## src/rtl/lighting_pkg.sv

```systemverilog
// ----------------------------------------------------------------------------
// lighting_pkg: shared state encodings and widths for the lighting block. Rev 1.0
// ----------------------------------------------------------------------------
`default_nettype none

package lighting_pkg;

  localparam int BRIGHT_W = 8;

  typedef enum logic [1:0] {
    ST_OFF  = 2'b00,
    ST_ON   = 2'b01,
    ST_HOLD = 2'b10,
    ST_FADE = 2'b11
  } state_t;

endpackage

`default_nettype wire

```

## src/rtl/lighting_state_reg.sv

```systemverilog
// ----------------------------------------------------------------------------
// lighting_state_reg: 2-bit lighting state register, async clear to OFF. Rev 1.0
// ----------------------------------------------------------------------------
`default_nettype none

module lighting_state_reg
  import lighting_pkg::*;
(
  input  logic   clk,
  input  logic   rst_n,
  input  state_t next_state,
  output state_t state
);

  always_ff @(posedge clk or negedge rst_n) begin
    if (!rst_n) begin
      state <= ST_OFF;
    end else begin
      state <= next_state;
    end
  end

endmodule

`default_nettype wire

```

## src/rtl/lighting_sequencer.sv

```systemverilog
// ----------------------------------------------------------------------------
// lighting_sequencer: occupancy/ambient driven lamp sequencer with hold, fade and PWM. Rev 1.0
// ----------------------------------------------------------------------------
`default_nettype none

module lighting_sequencer
  import lighting_pkg::*;
#(
  parameter int HOLD_CYCLES      = 1000,
  parameter int FADE_STEP_CYCLES = 4,
  parameter int MAX_LEVEL        = 255
) (
  input  logic                Clock,
  input  logic                Reset_n,
  input  logic                Motion,
  input  logic                Dark,
  input  logic                Force_Off,
  output logic [1:0]          Present_State,
  output logic [BRIGHT_W-1:0] Brightness,
  output logic                Light_PWM,
  output logic                Light_On,
  output logic                Hold_Expired
);

  localparam int HOLD_W = (HOLD_CYCLES > 1) ? $clog2(HOLD_CYCLES) : 1;
  localparam int STEP_W = (FADE_STEP_CYCLES > 1) ? $clog2(FADE_STEP_CYCLES) : 1;
  localparam logic [HOLD_W-1:0]   HOLD_LOAD = HOLD_W'(HOLD_CYCLES - 1);
  localparam logic [STEP_W-1:0]   STEP_LOAD = STEP_W'(FADE_STEP_CYCLES - 1);
  localparam logic [BRIGHT_W-1:0] FULL      = BRIGHT_W'(MAX_LEVEL);

  logic                motion_meta, motion_s;
  logic                dark_meta, dark_s;
  state_t              state, next_state;
  logic [HOLD_W-1:0]   hold_cnt, hold_cnt_nxt;
  logic [STEP_W-1:0]   step_cnt, step_cnt_nxt;
  logic [BRIGHT_W-1:0] bright_nxt;
  logic                expired_nxt;
  logic [7:0]          pwm_cnt;

  lighting_state_reg u_state_reg (
    .clk        (Clock),
    .rst_n      (Reset_n),
    .next_state (next_state),
    .state      (state)
  );

  always_comb begin
    next_state   = state;
    hold_cnt_nxt = hold_cnt;
    step_cnt_nxt = step_cnt;
    bright_nxt   = Brightness;
    expired_nxt  = 1'b0;
    if (Force_Off) begin
      next_state = ST_OFF;
      bright_nxt = '0;
    end else begin
      case (state)
        ST_OFF: begin
          bright_nxt = '0;
          if (motion_s && dark_s) begin
            next_state = ST_ON;
            bright_nxt = FULL;
          end
        end
        ST_ON: begin
          bright_nxt = FULL;
          if (!motion_s) begin
            next_state   = ST_HOLD;
            hold_cnt_nxt = HOLD_LOAD;
          end
        end
        ST_HOLD: begin
          bright_nxt = FULL;
          if (motion_s) begin
            next_state = ST_ON;
          end else if (hold_cnt == '0) begin
            next_state   = ST_FADE;
            expired_nxt  = 1'b1;
            step_cnt_nxt = STEP_LOAD;
          end else begin
            hold_cnt_nxt = hold_cnt - 1'b1;
          end
        end
        ST_FADE: begin
          if (motion_s && dark_s) begin
            next_state = ST_ON;
            bright_nxt = FULL;
          end else if (step_cnt == '0) begin
            step_cnt_nxt = STEP_LOAD;
            // Last step lands on zero and leaves the fade in the same cycle.
            if (Brightness <= 8'd1) begin
              bright_nxt = '0;
              next_state = ST_OFF;
            end else begin
              bright_nxt = Brightness - 1'b1;
            end
          end else begin
            step_cnt_nxt = step_cnt - 1'b1;
          end
        end
        default: begin
          next_state = ST_OFF;
          bright_nxt = '0;
        end
      endcase
    end
  end

  always_ff @(posedge Clock or negedge Reset_n) begin
    if (!Reset_n) begin
      motion_meta  <= 1'b0;
      motion_s     <= 1'b0;
      dark_meta    <= 1'b0;
      dark_s       <= 1'b0;
      hold_cnt     <= '0;
      step_cnt     <= '0;
      Brightness   <= '0;
      Hold_Expired <= 1'b0;
      pwm_cnt      <= '0;
      Light_PWM    <= 1'b0;
    end else begin
      motion_meta  <= Motion;
      motion_s     <= motion_meta;
      dark_meta    <= Dark;
      dark_s       <= dark_meta;
      hold_cnt     <= hold_cnt_nxt;
      step_cnt     <= step_cnt_nxt;
      Brightness   <= bright_nxt;
      Hold_Expired <= expired_nxt;
      pwm_cnt      <= pwm_cnt + 8'd1;
      Light_PWM    <= (pwm_cnt < Brightness);
    end
  end

  assign Present_State = state;
  assign Light_On      = (state != ST_OFF);

endmodule

`default_nettype wire

```

## config.mk

```make
export PLATFORM = sky130hd
export DESIGN_NAME = lighting_sequencer
export DESIGN_NICKNAME = d
export VERILOG_FILES = /design/src/rtl/lighting_pkg.sv /design/src/rtl/lighting_state_reg.sv /design/src/rtl/lighting_sequencer.sv
export SDC_FILE = /design/constraint.sdc
export NUM_CORES = 1
export LEC_CHECK = 0
export BUFFER_PORTS_ARGS = -buffer_cell sky130_fd_sc_hd__buf_2
export CAP_MARGIN = 30
export CORE_ASPECT_RATIO = 0.6
export CORE_MARGIN = 5
export CORE_UTILIZATION = 43
export CTS_BUF_LIST = sky130_fd_sc_hd__clkbuf_4 sky130_fd_sc_hd__clkbuf_8
export CTS_CLUSTER_DIAMETER = 120
export DETAILED_ROUTE_END_ITERATION = 8
export PLACE_DENSITY = 0.73
export SYNTH_ARGS = -nofsm -noshare
export SYNTH_HDL_FRONTEND = slang
export SYNTH_HIERARCHICAL = 1
export SYNTH_SLANG_ARGS = --single-unit
```

## constraint.sdc

```tcl
create_clock -name Clock -period 2.42 [get_ports Clock]
set_input_delay 0.484 -clock Clock [delete_from_list [all_inputs] [get_ports Clock]]
set_output_delay 0.484 -clock Clock [all_outputs]
set_load 0.02 [all_outputs]
```

-- Word level (Yosys, flattened, before mapping)
Cells that the tools add are included.
- $add $sub $neg: 4
- multipliers: 0
- div/mod/pow operators: 0
- magnitude comparators: 2
- eq/ne operators: 13
- shifts and indexed selects: 0
- mux-type cells: 27
- bitwise operators: 1
- reduce and logical (&&, ||, !) cells: 11
- operator list (kind ; count):
    8-bit two-way mux ; 5
    10-bit two-way mux ; 3
    8-bit case mux with 3 select lines ; 1
    2-bit two-way mux ; 11
    10-bit case mux with 2 select lines ; 1
    5-bit AND reduction ; 3
    4-bit inequality test (second input constant) ; 3
    10-bit zero test ; 1
    2-bit inequality test (second input constant) ; 5
    10-bit by 1-bit subtractor with 10-bit output (second input constant) ; 1
    8-bit by 1-bit adder with 8-bit output (second input constant) ; 1
    8-bit by 1-bit <= comparator with 1-bit output (second input constant) ; 1
    8-bit less-than comparator ; 1
    2-bit case mux with 4 select lines ; 1
    8-bit by 1-bit subtractor with 8-bit output (second input constant) ; 1
    3-bit inequality test (second input constant) ; 2
    2-bit nonzero test ; 3
    2-bit equality test (second input constant) ; 2
    2-bit zero test ; 2
    1-bit two-way mux ; 4
    2-bit case mux with 2 select lines ; 1
    2-bit by 1-bit equality test with 1-bit output (second input constant) ; 1
    2-bit OR reduction ; 1
    2-bit by 1-bit subtractor with 2-bit output (second input constant) ; 1
    other kinds (2) ; 2
- register bits: 36
- latch bits: 0
- memory bits (writable): 0
- memory bits (read-only): 0
- output and inout bits: 13
- logic and storage cells: 69
- memories: 0

-- Logic depth before layout (Yosys ltp)
Gate-level depths: netlist of the first run.
- depth in word-level cells: 6
- mapped depth: 8
- gate-level depth less buffers: 6

-- Cells and area by module
Netlist of the first run, hierarchy kept.
- modules (own cells, without submodules) (module ; times used ; cells an instance ; area an instance (µm²) ; seq. area each (µm²)):
    lighting_sequencer ; 1 ; 224 ; 2122.0 ; 850.8
    lighting_state_reg ; 1 ; 2 ; 50.0 ; 50.0

-- Worst setup path after synthesis of the first run
OpenSTA, ideal clock, no wires.
- path type: reg-to-reg
- from: register u_state_reg.state[0]
- to: register hold_cnt[0]
- arrival: 1.963 ns
- data required time: 2.299 ns
- path slack: 0.337 ns
- cell stages (with the launch flop): 9
- period minus slack after synthesis: 2.083 ns
- cell sequence: dfrtp_1 > inv_1 > ha_1 > clkbuf_1 > o21a_1 > nor2_1 > clkbuf_1 > nand4_1 > a21boi_1
- cells in the longest elaborated chain, start to end: 3
- RTL lines (item ; line ; text):
    start, declared ; lighting_state_reg.sv:12 ; output state_t state
    start signal, assigned ; lighting_state_reg.sv:19 ; state <= next_state;
    2-bit equality test or 2-bit by 1-bit equality test with 1-bit output (tied branches) ; lighting_sequencer.sv:57 ; case (state)
    2-bit inequality test (no line) or 2-bit nonzero test (tied branches) ; n/a ;
    5-bit AND reduction (no line) ; n/a ;
    end signal, assigned ; lighting_sequencer.sv:126 ; hold_cnt <= hold_cnt_nxt;
    end, declared ; lighting_sequencer.sv:34 ; logic [HOLD_W-1:0] hold_cnt, hold_cnt_nxt;
Parallel ways exist; a longest one is shown, timed or not.
A chain may end at the register's enable or synchronous reset.

-- Final worst setup path of the first run
Ends and elaborated chain as after synthesis.

==> results.json, run 1 <==
{
  "hold_viol": 0,
  "synth_edf_count": 0,
  "p_clk_share_pct": 31.2,
  "max_stage_delay_ns": 0.44,
  "clock_path_buffers": 2,
  "num_rows": 20,
  "yosys_warnings": 6,
  "vias_per_cell": 5.83,
  "synthToLayoutAreaGrowth_pct": 13.8,
  "synth_fp_nets": 248,
  "synth_top_cell_by_area": "dfrtp_1",
  "wirelength_um": 5120,
  "ant_nets": 0,
  "initial_core_util_pct": 43.6,
  "core_area_sq_mm": 0.00498,
  "power_leakage_nw": 1.10,
  "grtUsageTotal_pct": 16.7,
  "firstDrtPassIters": 5,
  "wl_per_cell_um": 16.1,
  "placedCellCount": 310,
  "status": "complete, no violations",
  "slew_violations": 0,
  "htreeDepth": 2,
  "period_share_pct": 84.1,
  "numPortBuffers": 17,
  "post-route-util_pct": 49.6,
  "die_h_um": 65.1,
  "cp_slowest_cell": "dfrtp_1",
  "clkTransAtPathRegs_ns": 0.07,
  "cts_hold_buf": 0,
  "critPathArrivalTime_ns": 2.22,
  "cts.sinks": 36,
  "netlist_area_sq_mm": 0.00217,
  "power.switching_mw": 0.469,
  "finalClockSkew_ns": 0.00553,
  "antenna_found_initial": 0,
  "yosysMostFrequentCell": "dfrtp_1",
  "p_int_mw": 0.979,
  "relSlewSlack_pct": 46.7,
  "async_flop_share_pct": 100,
  "ys.flop_type": "dfrtp_1",
  "gp_congestion": 0.892,
  "cts_made_buffers": 5,
  "die_area_sq_mm": 0.00662,
  "path_max_fanout": 10,
  "cap_violations": 0,
  "drc": 0,
  "switching_share_pct": 32.4,
  "cts_resized": 0,
  "final_cells": 318,
  "rsz0062_at_grt": "false",
  "power_frac_comb_pct": 21.8,
  "yosysSeqAreaShare_pct": 41.5,
  "critPathLaunchType": "flip-flop",
  "synth.area.top_cells": "dfrtp_1, ha_1, inv_1, nand4_1, a21oi_1",
  "dp_hpwl_um": 3610,
  "vias": 1853,
  "nets": 273,
  "syn_avg_cell_area_sq_um": 9.61,
  "ys_seq_elements": 36,
  "tightest_slew_ns": 0.799,
  "post_cts_buffers": 0,
  "ys_top_cells_by_count": "dfrtp_1, inv_1, ha_1, nand2_1, nor2_1",
  "dr.first_iter.drc_count": 180,
  "tns_ns": 0,
  "grt_max_degree": 37,
  "cts-root-buf": "clkbuf_8",
  "netlist.area_leader.share_pct": 41.5,
  "overflow": 0,
  "die_x_um": 102,
  "path_class": "reg2reg",
  "drive_gt1_share_pct": 16.3,
  "grt_pass1_wl_um": 8440,
  "hold_path.class": "in2async",
  "crit_path_end_kind": "flip-flop",
  "fin_crit_ns": 2.03,
  "ios": 18,
  "powerDensity_mw_per_mm2": 586,
  "cp_top_family": "flip-flops",
  "irDropWorstVdd_mv": 0.215,
  "cts_tree": "done",
  "clock_latency_ns": 0.29,
  "first_global_vias": 1660,
  "power_mw": 1.45,
  "insertedDiodeCount": 0,
  "crit_required_ns": 2.61,
  "yosysUniqueCellTypes": 51,
  "p_seq_share_pct": 47.0,
  "finalSetupViolCount": 0,
  "postSynthCellCount": 226,
  "worst-path-buf-inv": 2,
  "worstPathCellList": "inv_1, ha_1, o21a_1, nor2_1, buf_4, nand4_1, a21boi_1",
  "fmax_ghz": 0.491
}
-- final cells by class --
| type | count | area (sq um) |
|---|---|---|
| fill | 461 | 2510 |
| multi-input combinational | 161 | 1160 |
| sequential | 36 | 901 |
| timing repair buffer | 27 | 160 |
| clock buffer | 6 | 82.6 |
| tap | 66 | 82.6 |
| inverter | 20 | 75.1 |
| clock inverter | 2 | 10.0 |
-- state kept, by name, summed over array words and instances, names as in the netlist --
register	flops
Brightness	8
Hold_Expired	1
Light_PWM	1
dark_meta	1
dark_s	1
hold_cnt	10
motion_meta	1
motion_s	1
pwm_cnt	8
step_cnt	2
u_state_reg/state	2
-- cells in the final DEF, fill, tap and decap left out, types with 5 or more instances in the layout --
cell type and n:
a21oi_1 9, a31oi_1 6, a41oi_1 5, and3_1 7, buf_2 17, buf_4 10, clkbuf_8 6, dfrtp_1 36
ha_1 17, inv_1 20, nand2_1 12, nand2b_1 6, nand3_1 9, nand4_1 9, nor2_1 12, nor3_1 7
o22ai_1 6
-- worst paths after layout --
path                                      startpoint          end  slack [ns]  cells past startpoint
max in group asynchronous                    Reset_n  hold_cnt[3]        1.64                      1
worst min register to register             dark_meta       dark_s        0.35                      0
worst min-delay path                         Reset_n  hold_cnt[7]        0.28                      1
worst max-delay path            u_state_reg/state[0]  hold_cnt[0]        0.39                      7
worst max register to register  u_state_reg/state[0]  hold_cnt[0]        0.39                      7
min in group Clock                            Motion  motion_meta        0.30                      1
-- stage by stage --
step	hold slack, ns	instance area (sq um)	setup slack (ns)
after floorplan	0.188	2170	0.337
after global placement	0.337	2380	0.491
after detailed placement	0.340	2380	0.412
after CTS	0.290	2470	0.407
after global routing	0.283	2470	0.293
final	0.276	2470	0.385
-- cell families (layout without fill, tap and decap cells) --
group           after synthesis  in the layout  share of synthesized area [%]
buf+inv                      29             55                           5.07
xor+xnor                      6              6                           2.42
mux                           3              3                           1.56
simple gates                 81             81                           21.7
fa+ha+maj                    17             17                           9.79
compound gates               54             54                           18.0
flops                        36             36                           41.5
-- power by group through the flow --
stage               Combinational [mW]  Sequential, mW  Clock [mW]
floorplan                        0.182           0.708           0
global placement                 0.297           0.690           0
detailed placement               0.309           0.692           0
CTS                              0.314           0.681       0.463
global route                     0.349           0.687       0.489
finish                           0.316           0.681       0.451
-- per-layer routing --
layer	track usage [%]	up-vias	share of wire [%]
met5	0	-	0
met1	25.6	882	51
li1	-	888	-
met3	3.66	8	7.1
met2	22.6	75	40
met4	5.97	0	1.5
(Power assumes the default switching activity.)
==> run 2, diff against run 1 <==
Settings changed: ABC_AREA set to 1.
Clock period 2.42 ns to 1.9 ns, I/O delays scaled along.
==> run 2 against run 1 <==
Effect of this change:
- critical path depth grew 2
- utilization shrank 0.70 points
- critical endpoint is now hold_cnt[5]
- largest cell class unchanged
- synthesized cell count grew 16%
==> results.json, run 2 <==
{
  "rsz0062_at_grt": "false",
  "yosys_warnings": 6,
  "first_global_vias": 1656,
  "cap_violations": 0,
  "drc": 0,
  "reg2reg_depth": 9,
  "netlist.area_leader.share_pct": 41.0,
  "p_clk_share_pct": 23.8,
  "fin_crit_ns": 1.71,
  "cts.sinks": 36,
  "die_area_sq_mm": 0.00668,
  "status": "complete, no violations",
  "timing.rr.start": "u_state_reg/state[0]",
  "post_cts_buffers": 0,
  "hold_path.class": "in2async",
  "dp_slack_ns": 0.114,
  "power_leakage_nw": 1.22,
  "p_seq_share_pct": 41.2,
  "initial_core_util_pct": 43.9,
  "ys.flop_type": "dfrtp_1",
  "powerDensity_mw_per_mm2": 1010,
  "async_flop_share_pct": 100,
  "hold_viol": 0,
  "cts_resized": 0,
  "finalSetupViolCount": 0,
  "nets": 308,
  "insertedDiodeCount": 0,
  "reg2reg_slack_ns": 0.19,
  "final_common_cell": "nand2_1",
  "antenna_found_initial": 0,
  "cts_made_buffers": 5,
  "path_class": "reg2reg",
  "overflow": 0,
  "firstDrtPassIters": 4,
  "netlist_area_sq_mm": 0.00219,
  "period_share_pct": 89.8,
  "clock_latency_ns": 0.29,
  "wl_per_cell_um": 13.0,
  "core_area_sq_mm": 0.00500,
  "switching_share_pct": 38.1,
  "slew_violations": 0,
  "grt_max_degree": 37,
  "drive_gt1_share_pct": 17.8,
  "path_max_fanout": 15,
  "fmax_ghz": 0.586,
  "crit_required_ns": 2.11,
  "power_mw": 2.48,
  "ios": 18,
  "relSlewSlack_pct": 70.0,
  "ant_nets": 0,
  "largest_register_ffs": 10,
  "irDropWorstVdd_mv": 0.362,
  "grt_pass1_wl_um": 7990,
  "yosysMostFrequentCell": "nand2_1",
  "yosysUniqueCellTypes": 31,
  "yosysSeqAreaShare_pct": 41.0,
  "critPathLaunchType": "flip-flop",
  "dp_hpwl_um": 3560,
  "clkTransAtPathRegs_ns": 0.07,
  "ys_top_cells_by_count": "nand2_1, dfrtp_1, inv_1, nor2_1, nand3_1",
  "synthToLayoutAreaGrowth_pct": 11.6,
  "crit_path_end_kind": "flip-flop",
  "syn_avg_cell_area_sq_um": 8.38,
  "postSynthCellCount": 262,
  "synth_edf_count": 0,
  "top_regs": "hold_cnt (10), Brightness (8), pwm_cnt (8)",
  "cts-root-buf": "clkbuf_8",
  "die_x_um": 102,
  "finalClockSkew_ns": 0.00574,
  "htreeDepth": 2,
  "cts_hold_buf": 0,
  "r2r-end": "hold_cnt[5]",
  "layout_common_cells": "nand2_1, dfrtp_1, inv_1",
  "worst_slack_ns": 0.195,
  "ys_seq_elements": 36,
  "gp_congestion": 0.856,
  "power.switching_mw": 0.946,
  "p_int_mw": 1.54,
  "vias": 1769,
  "numPortBuffers": 17,
  "largest-register": "hold_cnt",
  "die_h_um": 65.3,
  "post-route-util_pct": 48.9,
  "grtUsageTotal_pct": 15.5,
  "num_rows": 20,
  "synth_fp_nets": 284,
  "power_frac_comb_pct": 35.1,
  "tightest_slew_ns": 0.451,
  "synth.area.top_cells": "dfrtp_1, ha_1, nand2_1, inv_1, xor2_1",
  "dr.first_iter.drc_count": 125,
  "clock_path_buffers": 2,
  "synth_top_cell_by_area": "dfrtp_1",
  "critPathArrivalTime_ns": 1.92,
  "vias_per_cell": 5.01,
  "wirelength_um": 4580,
  "cts_tree": "done",
  "tns_ns": 0
}
-- run 2: changes by cell type in the layout (fill, tap and decap cells not counted), sizes merged, moves of 5 or more --
cell / previous run / this run
a31oi: 6 / 0
a41oi: 5 / 0
and3: 7 / 0
buf: 27 / 19
inv: 20 / 33
nand2: 12 / 58
nand2b: 6 / 0
nand3: 9 / 21
nand4: 9 / 3
nor2: 12 / 29
o21ai: 8 / 30
o22ai: 6 / 0
xor2: 2 / 13
-- run 2: cell type report --
| class | count | area, sq um |
|---|---|---|
| Clock buffer | 8 | 97.6 |
| Sequential cell | 36 | 901 |
| Inverter | 34 | 130 |
| Multi-Input combinational cell | 190 | 1140 |
| Timing Repair Buffer | 19 | 100 |
| Fill cell | 490 | 2550 |
| Tap cell | 66 | 82.6 |
-- run 2: kinds of logic (layout without fill, tap and decap cells) --
logic type | Yosys count | count (layout) | share of synthesized area (%)
AND/OR/NAND/NOR | 117 | 117 | 24.7
XOR/XNOR | 15 | 15 | 5.99
AO/OA/AOI/OAI | 41 | 41 | 11.3
adder cells (fa/ha/maj) | 17 | 17 | 9.69
buffers and inverters | 36 | 61 | 7.18
flip-flops | 36 | 36 | 41.0
-- run 2: power groups by stage --
stage          registers (mW)  clock network (mW)  logic, mW
6_report                 1.02               0.590      0.870
5_1_grt                  1.04               0.640      0.991
4_1_cts                  1.02               0.605      0.871
3_5_place_dp             1.03                   0      0.869
3_3_place_gp             1.02                   0      0.846
2_1_floorplan            1.04                   0      0.631
-- run 2: worst max path at each step --
stage	startpoint	end	slack [ns]	cells past startpoint
after floorplan	u_state_reg/state[0]	hold_cnt[6]	0.19	10
after global placement	u_state_reg/state[0]	hold_cnt[6]	0.22	9
after detailed placement	u_state_reg/state[0]	hold_cnt[5]	0.11	9
after CTS	u_state_reg/state[0]	hold_cnt[5]	0.09	9
after global routing	u_state_reg/state[0]	hold_cnt[5]	0.04	9
final	u_state_reg/state[0]	hold_cnt[5]	0.19	9
-- run 2: critical path: stages (launching register included) --
cell     delay, ns
dfrtp_1       0.40
inv_1         0.13
ha_2          0.27
nand2_1       0.11
nand2_1       0.08
nor2_2        0.15
nand2_4       0.09
inv_4         0.18
o21ai_0       0.14
o21ai_2       0.08
-- run 2: through the flow --
step,instances,area (sq um),hold slack (ns)
5_1_grt,353,2450,0.164
6_report,353,2450,0.121
2_1_floorplan,262,2190,0.0844
3_5_place_dp,345,2350,0.336
4_1_cts,353,2450,0.134
3_3_place_gp,345,2350,0.331
-- run 2: layer usage --
metal | GRT usage, % | up-vias | wire length, um
met5 | 0 | - | 0
met4 | 4.75 | 0 | 14
met3 | 3.92 | 2 | 238
met2 | 20.2 | 37 | 1840
met1 | 24.4 | 827 | 2490
li1 | - | 903 | -
